$ cat src/rtl/mig_stream_scheduler.sv
// mig_stream_scheduler: arbitrates one write and one read phrase stream onto a single MIG UI, frame-ring addressed, credit-limited reads
// Ports: clk_in/rst_in (sync, active-high); wr_valid_in/wr_ready_out/wr_data_in/wr_tuser_in write stream;
//        rd_enable_in/rd_credit_in read control; rd_valid_out/rd_data_out/rd_tuser_out read stream;
//        app_* MIG user interface. SCHED_STATS_EN adds wr_count_out/rd_count_out/stall_count_out.
module mig_stream_scheduler #(
    parameter int ADDR_W        = 27,
    parameter int FRAME_PHRASES = 57600,
    parameter int ADDR_STEP     = 8,
    parameter int BURST_LEN     = 8,
    parameter int RD_CREDITS    = 16
) (
    input  logic              clk_in,
    input  logic              rst_in,
    input  logic              wr_valid_in,
    output logic              wr_ready_out,
    input  logic [127:0]      wr_data_in,
    input  logic              wr_tuser_in,
    input  logic              rd_enable_in,
    input  logic              rd_credit_in,
    output logic              rd_valid_out,
    output logic [127:0]      rd_data_out,
    output logic              rd_tuser_out,
    output logic [ADDR_W-1:0] app_addr,
    output logic [2:0]        app_cmd,
    output logic              app_en,
    output logic              app_wdf_wren,
    output logic              app_wdf_end,
    output logic [127:0]      app_wdf_data,
    input  logic              app_rdy,
    input  logic              app_wdf_rdy,
    input  logic [127:0]      app_rd_data,
    input  logic              app_rd_data_valid
`ifdef SCHED_STATS_EN
    ,
    output logic [31:0]       wr_count_out,
    output logic [31:0]       rd_count_out,
    output logic [31:0]       stall_count_out
`endif
);
    localparam int IW = FRAME_PHRASES > 1 ? $clog2(FRAME_PHRASES) : 1;
    localparam int CW = $clog2(RD_CREDITS + 1);
    localparam int BW = $clog2(BURST_LEN + 1);
    localparam logic [IW-1:0] LAST_IDX = IW'(FRAME_PHRASES - 1);
    localparam logic [ADDR_W-1:0] STEP = ADDR_W'(ADDR_STEP);

    typedef enum logic [1:0] {IDLE, WR, RD} state_t;
    state_t state_q, state_d;
    logic last_rd_q, last_rd_d;
    logic [BW-1:0] burst_q, burst_d;
    logic [IW-1:0] wr_idx_q, wr_idx_d, rd_idx_q, rd_idx_d, ret_idx_q, ret_idx_d;
    logic [CW-1:0] credits_q, credits_d;
    logic rd_valid_q, rd_valid_d, rd_tuser_q, rd_tuser_d;
    logic [127:0] rd_data_q, rd_data_d;
    logic wr_elig, rd_elig, wr_acc, rd_acc, burst_done;

    always_comb begin
        wr_elig = wr_valid_in;
        rd_elig = rd_enable_in && credits_q != '0;
        wr_ready_out = state_q == WR && app_rdy && app_wdf_rdy;
        app_en = state_q == WR ? wr_valid_in : state_q == RD && rd_elig;
        app_wdf_wren = state_q == WR && wr_valid_in;
        app_wdf_end = app_wdf_wren;
        app_wdf_data = wr_data_in;
        app_cmd = state_q == RD ? 3'b001 : 3'b000;
        // A frame-start phrase always lands at the ring origin
        app_addr = state_q == RD ? ADDR_W'(rd_idx_q) * STEP :
                   (state_q != WR || wr_tuser_in) ? '0 : ADDR_W'(wr_idx_q) * STEP;
        wr_acc = wr_valid_in && wr_ready_out;
        rd_acc = state_q == RD && app_en && app_rdy;
        burst_done = burst_q == BW'(BURST_LEN - 1);
        state_d = state_q;
        last_rd_d = last_rd_q;
        burst_d = burst_q + BW'(wr_acc || rd_acc);
        if (state_q == IDLE) begin
            burst_d = '0;
            if (wr_elig && (!rd_elig || last_rd_q)) begin
                state_d = WR;
                last_rd_d = 1'b0;
            end else if (rd_elig) begin
                state_d = RD;
                last_rd_d = 1'b1;
            end
        end else if (state_q == WR) begin
            if (!wr_elig || (wr_acc && burst_done)) state_d = IDLE;
        end else if (!rd_elig || (rd_acc && burst_done)) begin
            state_d = IDLE;
        end
        wr_idx_d = !wr_acc ? wr_idx_q : wr_tuser_in ? IW'(1) :
                   wr_idx_q == LAST_IDX ? '0 : wr_idx_q + IW'(1);
        rd_idx_d = !rd_acc ? rd_idx_q : rd_idx_q == LAST_IDX ? '0 : rd_idx_q + IW'(1);
        ret_idx_d = !app_rd_data_valid ? ret_idx_q : ret_idx_q == LAST_IDX ? '0 : ret_idx_q + IW'(1);
        // Simultaneous accept and credit cancel; a credit beyond the FIFO depth is dropped
        credits_d = rd_acc && !rd_credit_in ? credits_q - CW'(1) :
                    !rd_acc && rd_credit_in && credits_q != CW'(RD_CREDITS) ? credits_q + CW'(1) : credits_q;
        rd_valid_d = app_rd_data_valid;
        rd_data_d = app_rd_data;
        rd_tuser_d = app_rd_data_valid && ret_idx_q == '0;
        rd_valid_out = rd_valid_q;
        rd_data_out = rd_data_q;
        rd_tuser_out = rd_tuser_q;
    end

    always_ff @(posedge clk_in) begin
        if (rst_in) begin
            state_q <= IDLE;
            last_rd_q <= 1'b1;
            burst_q <= '0;
            wr_idx_q <= '0;
            rd_idx_q <= '0;
            ret_idx_q <= '0;
            credits_q <= CW'(RD_CREDITS);
            rd_valid_q <= 1'b0;
            rd_data_q <= '0;
            rd_tuser_q <= 1'b0;
        end else begin
            state_q <= state_d;
            last_rd_q <= last_rd_d;
            burst_q <= burst_d;
            wr_idx_q <= wr_idx_d;
            rd_idx_q <= rd_idx_d;
            ret_idx_q <= ret_idx_d;
            credits_q <= credits_d;
            rd_valid_q <= rd_valid_d;
            rd_data_q <= rd_data_d;
            rd_tuser_q <= rd_tuser_d;
        end
    end

`ifdef SCHED_STATS_EN
    logic [31:0] wr_cnt_q, wr_cnt_d, rd_cnt_q, rd_cnt_d, stall_cnt_q, stall_cnt_d;

    always_comb begin
        wr_cnt_d = wr_cnt_q + 32'(wr_acc);
        rd_cnt_d = rd_cnt_q + 32'(rd_acc);
        stall_cnt_d = stall_cnt_q + 32'(app_en && !app_rdy);
        wr_count_out = wr_cnt_q;
        rd_count_out = rd_cnt_q;
        stall_count_out = stall_cnt_q;
    end

    always_ff @(posedge clk_in) begin
        if (rst_in) begin
            wr_cnt_q <= '0;
            rd_cnt_q <= '0;
            stall_cnt_q <= '0;
        end else begin
            wr_cnt_q <= wr_cnt_d;
            rd_cnt_q <= rd_cnt_d;
            stall_cnt_q <= stall_cnt_d;
        end
    end
`endif
endmodule

$ cat config.mk
export PLATFORM = sky130hd
export DESIGN_NAME = mig_stream_scheduler
export DESIGN_NICKNAME = d
export VERILOG_FILES = /design/src/rtl/mig_stream_scheduler.sv
export SDC_FILE = /design/constraint.sdc
export NUM_CORES = 1
export LEC_CHECK = 0
export ABC_CLOCK_PERIOD_IN_PS = 3100
export BUFFER_PORTS_ARGS = -buffer_cell sky130_fd_sc_hd__buf_2
export CAP_MARGIN = 20
export CELL_PAD_IN_SITES_DETAIL_PLACEMENT = 1
export CELL_PAD_IN_SITES_GLOBAL_PLACEMENT = 1
export CORE_AREA = 4 4 215 217
export CTS_CLUSTER_DIAMETER = 60
export DETAILED_ROUTE_END_ITERATION = 16
export DIE_AREA = 0 0 219 221
export PLACE_DENSITY = 0.64
export SYNTH_ARGS = -nofsm -noshare
export SYNTH_HDL_FRONTEND = slang
export SYNTH_SLANG_ARGS = --single-unit
$ cat constraint.sdc
create_clock -name clk_in -period 3.1 [get_ports clk_in]
set_input_delay 0.155 -clock clk_in [delete_from_list [all_inputs] [get_ports clk_in]]
set_output_delay 0.155 -clock clk_in [all_outputs]
set_load 0.03 [all_outputs]
# Word level (Yosys, flattened, before mapping)
# Cells that the tools add are included.
# Widths: inputs -> output; s select.
[totals]
regBits = 190
wordCells = 77
[op_classes]
addsub = 6
n_eq_ne = 10
n_mux = 18
n_reduce_logical = 33
[ops]
columns = ["operator", "n"]
rows = [
  ["$mux 16", 4],
  ["$add 16x1->16 const B", 3],
  ["$eq 16x16->1 const B", 3],
  ["$mux 19", 2],
  ["$logic_not 16->1", 1],
  ["$logic_and 1x1->1", 15],
  ["$mux 2", 6],
  ["$mux 5", 2],
  ["$add 5x1->5 const B", 1],
  ["$logic_or 1x1->1", 5],
  ["$ne 5x5->1 const B", 1],
  ["$reduce_bool 5->1", 1],
  ["$sub 5x1->5 const B", 1],
  ["$add 4x1->4", 1],
  ["$eq 4x3->1 const B", 1],
  ["$logic_not 1->1", 4],
  ["$mux 1", 4],
  ["$reduce_bool 2->1", 2],
  ["$ne 3x1->1 const B", 1],
  ["$ne 3x2->1 const B", 1],
  ["$reduce_and 3->1", 1],
  ["$reduce_bool 3->1", 1],
  ["$eq 2x1->1 const B", 1],
  ["$eq 2x2->1 const B", 1],
  ["other kinds (4)", 4],
]

# Longest topological paths before layout
[depth]
ltp_word = 11
ltp_mapped = 10
ltp_nobuf = 9

# Worst setup path after synthesis
# OpenSTA, ideal clock, no wires.
[synth_timing]
kind = "register -> register"
from = "register credits_q[1]"
to = "register credits_q[2]"
t_arrival_ns = 2.095
t_required_ns = 2.977
path_slack_ns = 0.882
stages_incl_launch_ff = 9
n_path_buf = 1
synth_period_minus_slack_ns = 2.218
cell_sequence = "dfxtp_1 > or4_4 > buf_6 > o21ai_4 > nor2_1 > xor2_1 > ha_1 > a32oi_1 > mux2_1"
[synth_via]
elab_chain_cells = 10
elab_cells_between_ends = 16
[synth_rtl]
columns = ["element", "line_no", "source"]
rows = [
  ["from (decl)", "51", "logic [CW-1:0] credits_q, credits_d;"],
  ["from (signal assigned)", "111", "credits_q <= CW'(RD_CREDITS);"],
  ["from (signal assigned)", "122", "credits_q <= credits_d;"],
  ["$reduce_bool 5->1", "58", "rd_elig = rd_enable_in && credits_q != '0;"],
  ["$logic_and 1x1->1", "58", ""],
  ["$logic_and 1x1->1", "60", "app_en = state_q == WR ? wr_valid_in : state_q == RD && rd_elig;"],
  ["$mux 1", "60", ""],
  ["$logic_and 1x1->1 (2 in series)", "69", "rd_acc = state_q == RD && app_en && app_rdy;"],
  ["$logic_not 1->1", "94", "!rd_acc && rd_credit_in && credits_q != CW'(RD_CREDITS) ? credits_q + CW'(1) : credits_q;"],
  ["$logic_and 1x1->1 (2 in series)", "94", ""],
  ["$reduce_bool 2->1 (no source line)", "--", ""],
]
# Parallel ways exist; a longest one is shown, timed or not. The select of a mux whose other input is x is not followed.
# A chain may end at the register's enable or synchronous reset.

# Final worst setup path
[layout_timing]
from = "register credits_q[0]"
to = "register credits_q[2]"
# The elaborated chain is that of the path after synthesis.

==> impl_metrics.yaml <==
sta:
  fin_crit_ps: 2450
  whs_ps: 71.7
  clock_skew_ps: 6.02
  setup_viol: 0
  hold_viol_final: 0
  slew_violations: 0
  min_period_over_period: 0.791
  relSlewSlack: 0.454
  tns_ps: 0
  rsz0062_at_grt: "no"
  layout_setup_ws_ps: 649
  max_slew.worst_pin.slew_ps: 808
  max_freq_mhz: 408
cts:
  worstSkewPairLatency_ps: 470
  cts_buffers: 17
  ctsHoldBuffers: 128
  cts_setup_buffers: 0
  htree_levels: 4
  cts_resized: 0
  clkTransAtPathRegs_ps: 70
  clock-sinks: 190
  cts_tree: "built"
  cts_root_buffer: "clkbuf_16"
  cts_buffer_depth: 2
power_and_ir_drop:
  leakage_nw: 4.64
  powerDensity_nw_per_um2: 513
  power.total_mw: 5.58
  peakVddDrop_mv: 0.273
setup_path:
  path_depth: 8
  critPathKind: "flop to flop"
  crit_start: "credits_q[0]$_SDFFE_PP0P_"
  cp.buffers_inverters: 0
  timing.rr.start: "credits_q[0]$_SDFFE_PP0P_"
  cp_max_fo: 10
  crit_family: "simple AND/OR/NAND/NOR gates"
  crit_slowest_cell: "or4_4"
  reg2reg_slack_ps: 650
  cp.required_ps: 3460
  cp-end-kind: "flop"
  cp_cell_sequence: "or4_4 > o21ai_4 > nor2_1 > xor2_1 > ha_1 > nor3_1 > a32oi_1 > mux2_1"
  r2r_cells: 8
  cp.arrival_ps: 2810
  crit_path_start_kind: "flop"
  cp-endpoint: "credits_q[2]$_SDFFE_PP0P_"
  slowest_delay_ps: 660
  reg2reg_to: "credits_q[2]$_SDFFE_PP0P_"
floorplan:
  coreArea_sq_um: 44100
  io_pins: 557
  die_h_microns: 221
  die-area_sq_um: 48400
  rows: 77
  initial_core_util: 0.180
  die_x_microns: 219
layout:
  fin_area_sq_um: 10900
  nets: 1372
  syn_to_final_growth_pct: 37.0
  fillers: 5233
  drive_gt1_frac: 0.303
  multiInputGateArea_sq_um: 2920
  regArea_sq_um: 3800
yosys:
  syn_area_per_cell_sq_um: 9.63
  synth-seq-area-share: 0.479
  synth_top_family_by_area: "simple AND/OR/NAND/NOR gates"
  synth_compound_area_frac: 0.0881
  synth_cell_type_count: 60
  ys_ff_latch: 190
  synthSimpleGateAreaFrac: 0.228
  syn_area_sq_um: 7940
  yosysWarnings: 0
  async_reset_ff_frac: 0
  yosys-top-cells-area: "dfxtp_1, buf_4, nor2b_1"
  synth_xor_area_frac: 0.0221
  ys.flop_type: "dfxtp_1"
  synth_largest_area_cell: "dfxtp_1"
  synth_cells: 824
  yosys.area.top_type_share: 0.479
  synth-edff-count: 0
  muxShareOfSynthArea: 0.0126
  synth_fa_ha_area_frac: 0.0110
place:
  globalplace.congestion: 0.760
  dp_hpwl_mm: 18.2
  placed_area_sq_um: 9010
  place_ws_ps: 653
  numPortBuffers: 287
routing:
  drt_iter0_markers: 270
  avgViaCountPerCell: 3.94
  drt-wirelength-per-cell_microns: 15.6
  route.detailed.drc: 0
  ant_nets: 0
  first_pass_iters: 4
  wl_mm: 26.6
  vias: 6730
worst_hold_path:
  hold_class: "input port to flop"
global_route:
  grt_pass1_wl_mm: 40.9
  grt_max_degree: 91
  grt_pass1_vias: 7186
  antenna_found_initial: 3
  overflow: 0
  track_usage: 0.110
flow_run:
  max_cap_violations: 0
run_status:
  status: "completed"
flip-flops by register name, summed over array words and instances (netlist names):
signal        cells
rd_valid_out      1
rd_tuser_out      1
last_rd_q         1
rd_data_out     128
state_q           2
rd_idx_q         16
ret_idx_q        16
burst_q           4
credits_q         5
wr_idx_q         16
worst reg2reg max path, cell delays in order (launching register included):
cell	delay, ps
dfxtp_1	360
or4_4	660
o21ai_4	220
nor2_1	80
xor2_1	170
ha_1	250
nor3_1	70
a32oi_1	190
mux2_1	350
cell families (layout without fill, tap and decap cells):
logic type / after synthesis / in the layout
AOI/OAI and AO/OA: 100 / 100
adders and majority gates: 7 / 7
buffers and inverters: 186 / 463
and+or+nand+nor: 312 / 312
xor gates and xnor gates: 20 / 20
other: 1 / 14
DFF: 190 / 190
muxes: 8 / 8
how the worst min path moves through the flow:
stage                                 start                         to  slack, ps  cells after the start
after CTS                 app_rd_data_valid  ret_idx_q[1]$_SDFFE_PP0P_          9                      3
after global placement      wr_data_in[110]          app_wdf_data[110]        310                      0
after detailed placement    wr_data_in[110]          app_wdf_data[110]        310                      0
after global routing      app_rd_data_valid  ret_idx_q[1]$_SDFFE_PP0P_         50                      3
after floorplan                      rst_in    rd_valid_out$_SDFF_PP0_        240                      1
final                     app_rd_data_valid  ret_idx_q[1]$_SDFFE_PP0P_         70                      3
per-layer routing:
layer | vias up | track usage | routed length (microns)
met5 | - | 0 | 0
met4 | 0 | 0.0581 | 853
met3 | 68 | 0.0372 | 1700
met2 | 239 | 0.190 | 13700
met1 | 3232 | 0.117 | 10300
li1 | 3191 | - | -
synth_stat cells (all sizes together), types with 7 or more instances:
library cell    n
nand2          30
or3             9
ha              7
dfxtp         190
o21ai          20
nor2           40
clkbuf         26
nor2b         135
buf           151
a22o           16
inv             9
xor2           12
a31oi           7
o211ai          7
xnor2           8
nand3          22
or4             8
nor3            8
nand4          18
a21oi          24
layout make-up:
cell class,instances,share of cell area
diodes,1,0.000230
clock buffers,17,0.0391
clock inverters,15,0.0148
inverters,9,0.00311
multi-input cells,460,0.269
flip-flops and latches,190,0.350
well taps,592,0.0681
repair buffers,422,0.256
power breakdown:
group	internal (mW)	total, mW	switching, mW
logic	0.311	0.753	0.442
registers	2.54	2.57	0.0362
clock network	1.20	2.25	1.06
total	4.05	5.58	1.53
stage by stage:
step | cells | utilization
4_1_cts | 1705 | 0.246
5_1_grt | 1706 | 0.246
6_report | 1706 | 0.246
2_1_floorplan | 836 | -
3_3_place_gp | 1545 | 0.204
3_5_place_dp | 1545 | 0.204
cell usage in the layout, fill, tap and decap left out, types with 18 or more instances in the layout:
cell / instances
buf_2: 286
dfxtp_1: 190
nand4_1: 18
nor2b_1: 135
dlygate4sd3_1: 128
o21ai_0: 18
nand2_1: 30
nor2_1: 40
nand3_1: 22
a21oi_1: 24
(Power assumes the default switching activity.)
